**config.mk**
```make
export PLATFORM = sky130hd
export DESIGN_NAME = rv32i_mem_arbiter
export DESIGN_NICKNAME = d
export VERILOG_FILES = /design/src/rtl/rv32i_mem_arbiter.sv
export SDC_FILE = /design/constraint.sdc
export NUM_CORES = 1
export LEC_CHECK = 0
export CAP_MARGIN = 5
export CORE_ASPECT_RATIO = 0.8
export CORE_MARGIN = 4
export CORE_UTILIZATION = 36
export CTS_BUF_LIST = sky130_fd_sc_hd__clkbuf_16
export CTS_CLUSTER_SIZE = 25
export DETAILED_ROUTE_END_ITERATION = 10
export GPL_TIMING_DRIVEN = 0
export PLACE_DENSITY = 0.78
export SETUP_SLACK_MARGIN = 0.05
export SLEW_MARGIN = 20
export SYNTH_ARGS = -nofsm -noshare
export SYNTH_HDL_FRONTEND = slang
export SYNTH_SLANG_ARGS = --single-unit
```
**constraint.sdc**
```tcl
create_clock -name clk_i -period 2 [get_ports clk_i]
set_clock_uncertainty 0.1 [all_clocks]
set_input_delay 0.3 -clock clk_i [delete_from_list [all_inputs] [get_ports clk_i]]
set_output_delay 0.3 -clock clk_i [all_outputs]
set_load 0.05 [all_outputs]
```
**src/rtl/rv32i_mem_arbiter.sv**
```systemverilog
// Shares one fixed-latency single-port memory between instruction fetch and data access.
// Data wins arbitration unless a waiting fetch has been passed over STARVE_MAX times in a row.
module rv32i_mem_arbiter #(
    parameter int ADDR_W     = 32,
    parameter int DATA_W     = 32,
    parameter int MEM_LAT    = 2,
    parameter int STARVE_MAX = 4
) (
    input  logic              clk_i,
    input  logic              resetn_i,
    input  logic              ifetch_req_i,
    input  logic [ADDR_W-1:0] ifetch_addr_i,
    input  logic              ifetch_flush_i,
    output logic [DATA_W-1:0] ifetch_rdata_o,
    output logic              ifetch_valid_o,
    output logic              stall_fetch_o,
    input  logic              dmem_re_i,
    input  logic              dmem_we_i,
    input  logic [ADDR_W-1:0] dmem_addr_i,
    input  logic [DATA_W-1:0] dmem_wdata_i,
    output logic [DATA_W-1:0] dmem_rdata_o,
    output logic              dmem_valid_o,
    output logic              stall_exec_o,
    output logic              mem_req_o,
    output logic              mem_we_o,
    output logic [ADDR_W-1:0] mem_addr_o,
    output logic [DATA_W-1:0] mem_wdata_o,
    input  logic [DATA_W-1:0] mem_rdata_i
);

    typedef enum logic [1:0] {IDLE, WAIT_I, WAIT_D} state_t;

    state_t            state_q, state_d;
    logic [2:0]        lat_cnt_q, lat_cnt_d;
    logic [3:0]        starve_cnt_q, starve_cnt_d;
    logic [DATA_W-1:0] ifetch_hold_q, ifetch_hold_d;
    logic [DATA_W-1:0] dmem_hold_q, dmem_hold_d;
    logic              flush_seen_q, flush_seen_d;
    logic              store_q, store_d;

    logic dreq;
    logic starve_hit;
    logic grant_d;
    logic grant_i;
    logic resp_i;
    logic resp_d;

    always_ff @(posedge clk_i or negedge resetn_i) begin
        if (!resetn_i) begin
            state_q       <= IDLE;
            lat_cnt_q     <= '0;
            starve_cnt_q  <= '0;
            ifetch_hold_q <= '0;
            dmem_hold_q   <= '0;
            flush_seen_q  <= 1'b0;
            store_q       <= 1'b0;
        end else begin
            state_q       <= state_d;
            lat_cnt_q     <= lat_cnt_d;
            starve_cnt_q  <= starve_cnt_d;
            ifetch_hold_q <= ifetch_hold_d;
            dmem_hold_q   <= dmem_hold_d;
            flush_seen_q  <= flush_seen_d;
            store_q       <= store_d;
        end
    end

    // A fetch that has been passed over STARVE_MAX times takes the next slot.
    always_comb begin
        dreq       = dmem_re_i | dmem_we_i;
        starve_hit = ifetch_req_i && (starve_cnt_q == 4'(STARVE_MAX));
        grant_d    = (state_q == IDLE) && dreq && !starve_hit;
        grant_i    = (state_q == IDLE) && !grant_d && ifetch_req_i;
        resp_i     = (state_q == WAIT_I) && (lat_cnt_q == 3'd0) && !flush_seen_q && !ifetch_flush_i;
        resp_d     = (state_q == WAIT_D) && (lat_cnt_q == 3'd0);
    end

    always_comb begin
        state_d = state_q;
        case (state_q)
            IDLE: begin
                if (grant_d) begin
                    state_d = WAIT_D;
                end else if (grant_i) begin
                    state_d = WAIT_I;
                end
            end
            WAIT_I, WAIT_D: begin
                if (lat_cnt_q == 3'd0) begin
                    state_d = IDLE;
                end
            end
            default: state_d = IDLE;
        endcase
    end

    always_comb begin
        lat_cnt_d     = lat_cnt_q;
        starve_cnt_d  = starve_cnt_q;
        ifetch_hold_d = ifetch_hold_q;
        dmem_hold_d   = dmem_hold_q;
        flush_seen_d  = flush_seen_q;
        store_d       = store_q;
        if (grant_d || grant_i) begin
            lat_cnt_d = 3'(MEM_LAT - 1);
        end else if ((state_q != IDLE) && (lat_cnt_q != 3'd0)) begin
            lat_cnt_d = lat_cnt_q - 3'd1;
        end
        if (grant_d) begin
            store_d = dmem_we_i;
            if (ifetch_req_i) begin
                if (starve_cnt_q < 4'(STARVE_MAX)) begin
                    starve_cnt_d = starve_cnt_q + 4'd1;
                end
            end else begin
                starve_cnt_d = '0;
            end
        end
        if (grant_i) begin
            starve_cnt_d = '0;
            flush_seen_d = 1'b0;
        end
        // A redirect anywhere in the fetch wait kills that response for good.
        if ((state_q == WAIT_I) && ifetch_flush_i) begin
            flush_seen_d = 1'b1;
        end
        if (resp_i) begin
            ifetch_hold_d = mem_rdata_i;
        end
        if (resp_d && !store_q) begin
            dmem_hold_d = mem_rdata_i;
        end
    end

    // Every output is forced quiet while reset is held, even comb paths from inputs.
    always_comb begin
        mem_req_o      = 1'b0;
        mem_we_o       = 1'b0;
        mem_addr_o     = '0;
        mem_wdata_o    = '0;
        ifetch_valid_o = 1'b0;
        dmem_valid_o   = 1'b0;
        stall_fetch_o  = 1'b0;
        stall_exec_o   = 1'b0;
        if (resetn_i) begin
            if (grant_d) begin
                mem_req_o   = 1'b1;
                mem_we_o    = dmem_we_i;
                mem_addr_o  = dmem_addr_i;
                mem_wdata_o = dmem_wdata_i;
            end else if (grant_i) begin
                mem_req_o  = 1'b1;
                mem_addr_o = ifetch_addr_i;
            end
            ifetch_valid_o = resp_i;
            dmem_valid_o   = resp_d;
            stall_fetch_o  = ifetch_req_i & ~resp_i;
            stall_exec_o   = dreq & ~resp_d;
        end
        ifetch_rdata_o = ifetch_valid_o ? mem_rdata_i : ifetch_hold_q;
        dmem_rdata_o   = (dmem_valid_o && !store_q) ? mem_rdata_i : dmem_hold_q;
    end

endmodule
```
After elaboration in Yosys (flattened, before gate mapping) --
Index checks and enable logic that the tools add are counted. Widths: inputs -> output; s select.
Storage, ports and cells: flip-flop bits (word level) 75, output and inout port bits 134, logic and storage cells 78
Cells by class: add/subtract/negate cells 2, order comparisons 1, equal/unequal tests 6, multiplexer cells 28, bitwise gates (word level) 5, reduce and logical (&&, ||, !) cells 29
Operators by type and width (count):
- $mux 32 | 7
- $mux 4 | 4
- $logic_and 1x1->1 | 13
- $mux 1 | 11
- $reduce_bool 2->1 | 4
- $mux 2 | 3
- $mux 3 | 2
- $logic_not 1->1 | 5
- $add 4x1->4 const B | 1
- $eq 4x3->1 const B | 1
- $lt 4x3->1 const B | 1
- $pmux 2 s2 | 1
- $reduce_and 2->1 | 2
- $logic_not 3->1 | 1
- $ne 3x1->1 const B | 1
- $ne 3x3->1 const B | 1
- $reduce_bool 3->1 | 1
- $sub 3x1->3 const B | 1
- $and 1x1->1 | 2
- $eq 2x1->1 const B | 1
- $eq 2x2->1 const B | 1
- $logic_not 2->1 | 1
- $ne 2x2->1 const B | 1
- $not 1->1 | 2
- other kinds (3) | 3

Depth between registers and ports, before layout --
depth in word-level cells 10, gate-level depth with buffers 9

Least setup slack after synthesis --
OpenSTA, ideal clock, no wires.
path kind register -> output, start reg state_q[0], end out mem_addr_o[1], arrival 2.439 ns, required time 1.600 ns, slack -0.839 ns, cell stages (with the launch flop) 8, buffers on the path 2, cell sequence dfrtp_1 inv_1 ha_1 and2_1 buf_2 clkbuf_1 nand3_1 o21ai_0
Between the ends: cells in the longest elaborated chain, start to end 9
RTL lines:
- start, declared | RTL line 33 | state_t state_q, state_d;
- start signal, assigned | RTL line 58 | state_q <= state_d;
- $logic_not 2->1 * | RTL line 72, 73
- $logic_and 1x1->1 (2 in series) | RTL line 72 | grant_d = (state_q == IDLE) && dreq && !starve_hit;
- $logic_not 1->1 | RTL line 73 | grant_i = (state_q == IDLE) && !grant_d && ifetch_req_i;
- $logic_and 1x1->1 (2 in series) | RTL line 73
- $mux 32 | RTL line 151 | end else if (grant_i) begin
- $mux 32 * | RTL line 146 | if (grant_d) begin
- $mux 32 * | RTL line 145 | if (resetn_i) begin
- end, declared | RTL line 26 | output logic [ADDR_W-1:0] mem_addr_o,
Every way passes the cells marked *; elsewhere a longest branch is shown, timed or not.

Worst setup path in the final report --
start reg lat_cnt_q[1], end out ifetch_rdata_o[21]
Between the ends: cells in the longest elaborated chain, start to end 6
RTL lines:
- start, declared | RTL line 34 | logic [2:0] lat_cnt_q, lat_cnt_d;
- start signal, assigned | RTL line 59 | lat_cnt_q <= lat_cnt_d;
- $logic_not 3->1 | RTL line 74 | resp_i = (state_q == WAIT_I) && (lat_cnt_q == 3'd0) && !flush_seen_q && !ifetch_flush_i;
- $logic_and 1x1->1 (3 in series) | RTL line 74
- $mux 1 | RTL line 145
- $mux 32 | RTL line 160 | ifetch_rdata_o = ifetch_valid_o ? mem_rdata_i : ifetch_hold_q;
- end, declared | RTL line 14 | output logic [DATA_W-1:0] ifetch_rdata_o,
No other way between the ends.

==> key figures <==
Floorplanning
  • Die H: 112 µm
  • # rows: 37
  • Area of the core: 0.0131 mm²
  • I/O Pins: approximately 270
  • Initial Util: 37.3%
  • Die Width: around 140 µm
  • Die Area: 0.0155 mm²

Worst setup path
  • Crit path max-delay cell type: dfrtp_1
  • R2R depth: 12
  • Worst Setup Start Kind: register
  • Crit path largest cell delay: around 380 ps
  • Required time of the worst setup path: between 1500 and 2000 ps
  • WS Path Type: reg -> out
  • CP endpoint kind: output port
  • Max FO, Critical Path: 8
  • Data arrival, critical path: roughly 2300 ps
  • Critical path cell sequence: inv_1, ha_2, ha_4, and4bb_1, buf_6, nand2_8, clkbuf_16, mux2_4, buf_8

Clock network
  • Clk buf depth: 2
  • Clk_lat worst skew: about 330 ps
  • CTS Buf Count: 9
  • TritonCTS sink count: 75
  • Root buf cell: clkbuf_16
  • CTS tree: built
  • # H-tree levels: 3
  • Clock-pin slew on the worst setup and hold paths: 60 ps

Finish
  • Diode count: 0
  • Nets: 943
  • Layout overhead on the synthesized area: 127%
  • Share of post-route cells with drive strength above 1: roughly 62%

Timing
  • Final WS setup: -709 ps
  • Min Tclk post-route: 2710 ps
  • Final Hold Fails: 0
  • Final Cycle Share: 135%
  • RSZ-0062 raised after global routing: true
  • Slew margin rel.: around 36%
  • Final setup viols: 187
  • Final Slew Violations: 0
  • Worst slew pin tran: around 970 ps
  • Fmax: 0.369 GHz
  • Hold Slack: approximately 23 ps

GRT
  • Total grt overflow: 0
  • Global-route wire length before repair: around 33000 µm
  • Vias in the first global route: about 5800
  • GRT Overall Usage: a little over a quarter
  • Initial antenna violation count: 0
  • Largest net degree at the start of global routing: 40

Logic synthesis
  • Synthesized cell area: about 0.0049 mm²
  • Post-synth top area share: roughly 39%
  • Post-Synthesis Cells: between 400 and 500
  • Syn_nets: about 580
  • YS warnings: 0
  • Post-synth EDFFs: 0
  • Synth Register Bits: 75
  • Sequential fraction of the synthesis area: between 30 and 40%
  • Post-synth top flop: dfrtp_1
  • Synth area leaders: dfrtp_1 (39%), mux2_2 (20%), mux2_4 (8.9%)
  • Count of cell types in the netlist: 42
  • Asr flop ratio synth: 100%
  • Mean post-synth cell area: 11.0 µm²
  • Leading area contributor after synthesis: dfrtp_1

Drt
  • Per-cell routed wire length: 24.8 µm
  • DRT iter0 DRCs: roughly 340
  • Initial DRT Pass Iterations: 4
  • Average vias per placed instance: 5.52
  • DRC: 0
  • Total Routed Length: 24400 µm
  • Via count: 5417
  • Post-DRT Antenna Nets: 0

Run status
  • Failing checks: negative setup slack
  • Status: finished, violations left

Job
  • Max-cap violations: 0

Min path
  • HP Class: in -> async

Placement
  • PortBufs: ~270
  • Detailed placer's ending HPWL: between 10000 and 15000 µm
  • Final Wtd Congestion: 0.833

Pwr
  • Power per cell area: about 1300 mW/mm²
  • Peak VDD IR: 0.806 mV
  • Pleak: just over 5 nW
  • Pwr Total: between 0.01 and 0.015 W
## report_power, final
group | leakage, nW | internal, W | switching [W]
clock network | 0.171 | 0.00122 | 0.000657
registers | 0.957 | 0.00204 | 0.000339
logic | 3.92 | 0.00490 | 0.00532
## cells by family after synthesis
family / synth area share (%)
xor gates and xnor gates: 0.180
and+or+nand+nor: 14.9
buffers and inverters: 5.88
DFF: 38.5
muxes: 32.7
adders and majority gates: 1.80
AOI/OAI and AO/OA: 6.01
## cell type report
type / instances / area, µm²
Tap cell: 175 / 219
Clock inverter: 7 / 116
Fill cell: 597 / 2010
Buffer: 37 / 537
Timing Repair Buffer: 357 / 4400
Sequential cell: 75 / 1880
Inverter: 10 / 40.0
Clock buffer: 9 / 225
Multi-Input combinational cell: 312 / 3630
## worst max-delay path: cells and delay by family, from the launching register on
| kind | cells | cell delay (ps) |
|---|---|---|
| fa+ha+maj | 2 | 360 |
| flops | 1 | 380 |
| mux | 1 | 310 |
| simple gates | 2 | 330 |
| buf+inv | 4 | 580 |
## Yosys cell counts, types with 2 or more instances
cell        n
and2_1      2
nand3_1    34
a21boi_0    2
clkbuf_1   16
nand4_1    32
and3_1     36
nand2_1     3
o21ai_0    25
o21ai_1    12
buf_2      18
mux2_1     15
buf_4       2
inv_1      10
nor3_1      2
mux2_2     87
mux2_4     29
dfrtp_1    75
a31oi_1     2
o2bb2ai_1   3
buf_1       3
buf_6       6
nor2_1      2
nor2b_1     2
ha_1        7
## path summary, 6_finish.rpt
path / slack (ps) / startpoint / to
max: -710 / lat_cnt_q[1] / ifetch_rdata_o[21]
min: 20 / resetn_i / dmem_hold_q[6]
max reg2reg: -420 / lat_cnt_q[1] / ifetch_hold_q[27]
min reg2reg: 410 / dmem_hold_q[14] / dmem_hold_q[14]
max in group asynchronous: 1520 / resetn_i / dmem_hold_q[20]
min in group clk_i: 290 / dmem_we_i / store_q
## repair_timing
action,CTS,global route
hold buffers,3,0
endpoints found under the hold margin,36,0
cloned,19,6
gates resized for setup,1147,105
pin swaps,44,36
endpoints found under the setup margin,193,198
buffers inserted,44,27
## metal layers
layer / part of all wire, % / GRT usage, % / wire length [µm] / vias to the layer above
met5: 0 / 0 / 0 / -
met4: 4.3 / 8.82 / 1040 / 0
met3: 5.6 / 4.77 / 1370 / 83
met2: 53 / 49.6 / 13000 / 254
met1: 37 / 32.3 / 8970 / 2698
li1: - / - / - / 2382
## stage by stage
step	area [µm²]	instances	util, %	setup WS [ps]	setup TNS (ps)
detailed placement	8440	885	64.6	-1410	-135520
finish	11000	982	84.6	-709	-77110
global route	11000	982	84.6	-756	-86550
global placement	8420	884	64.5	-4050	-673160
floorplan	5540	443	-	-160	-7370
CTS	10600	965	81.0	-668	-71300
## state kept, by name, indices dropped and copies added, names as in the netlist
name           count
dmem_hold_q       32
starve_cnt_q       4
lat_cnt_q          3
ifetch_hold_q     32
state_q            2
flush_seen_q       1
store_q            1
## cells in the final DEF (no fill, tap or decap), types with 8 or more instances in the layout
cell	count
and3_4	35
nand3_2	8
mux2_4	80
nand3_1	21
buf_4	31
clkbuf_16	19
clkdlybuf4s50_1	130
o21ai_4	32
buf_16	10
buf_8	89
mux2_2	51
buf_6	92
nand4_1	32
dfrtp_1	75
buf_12	22
(Power assumes the default switching activity.)
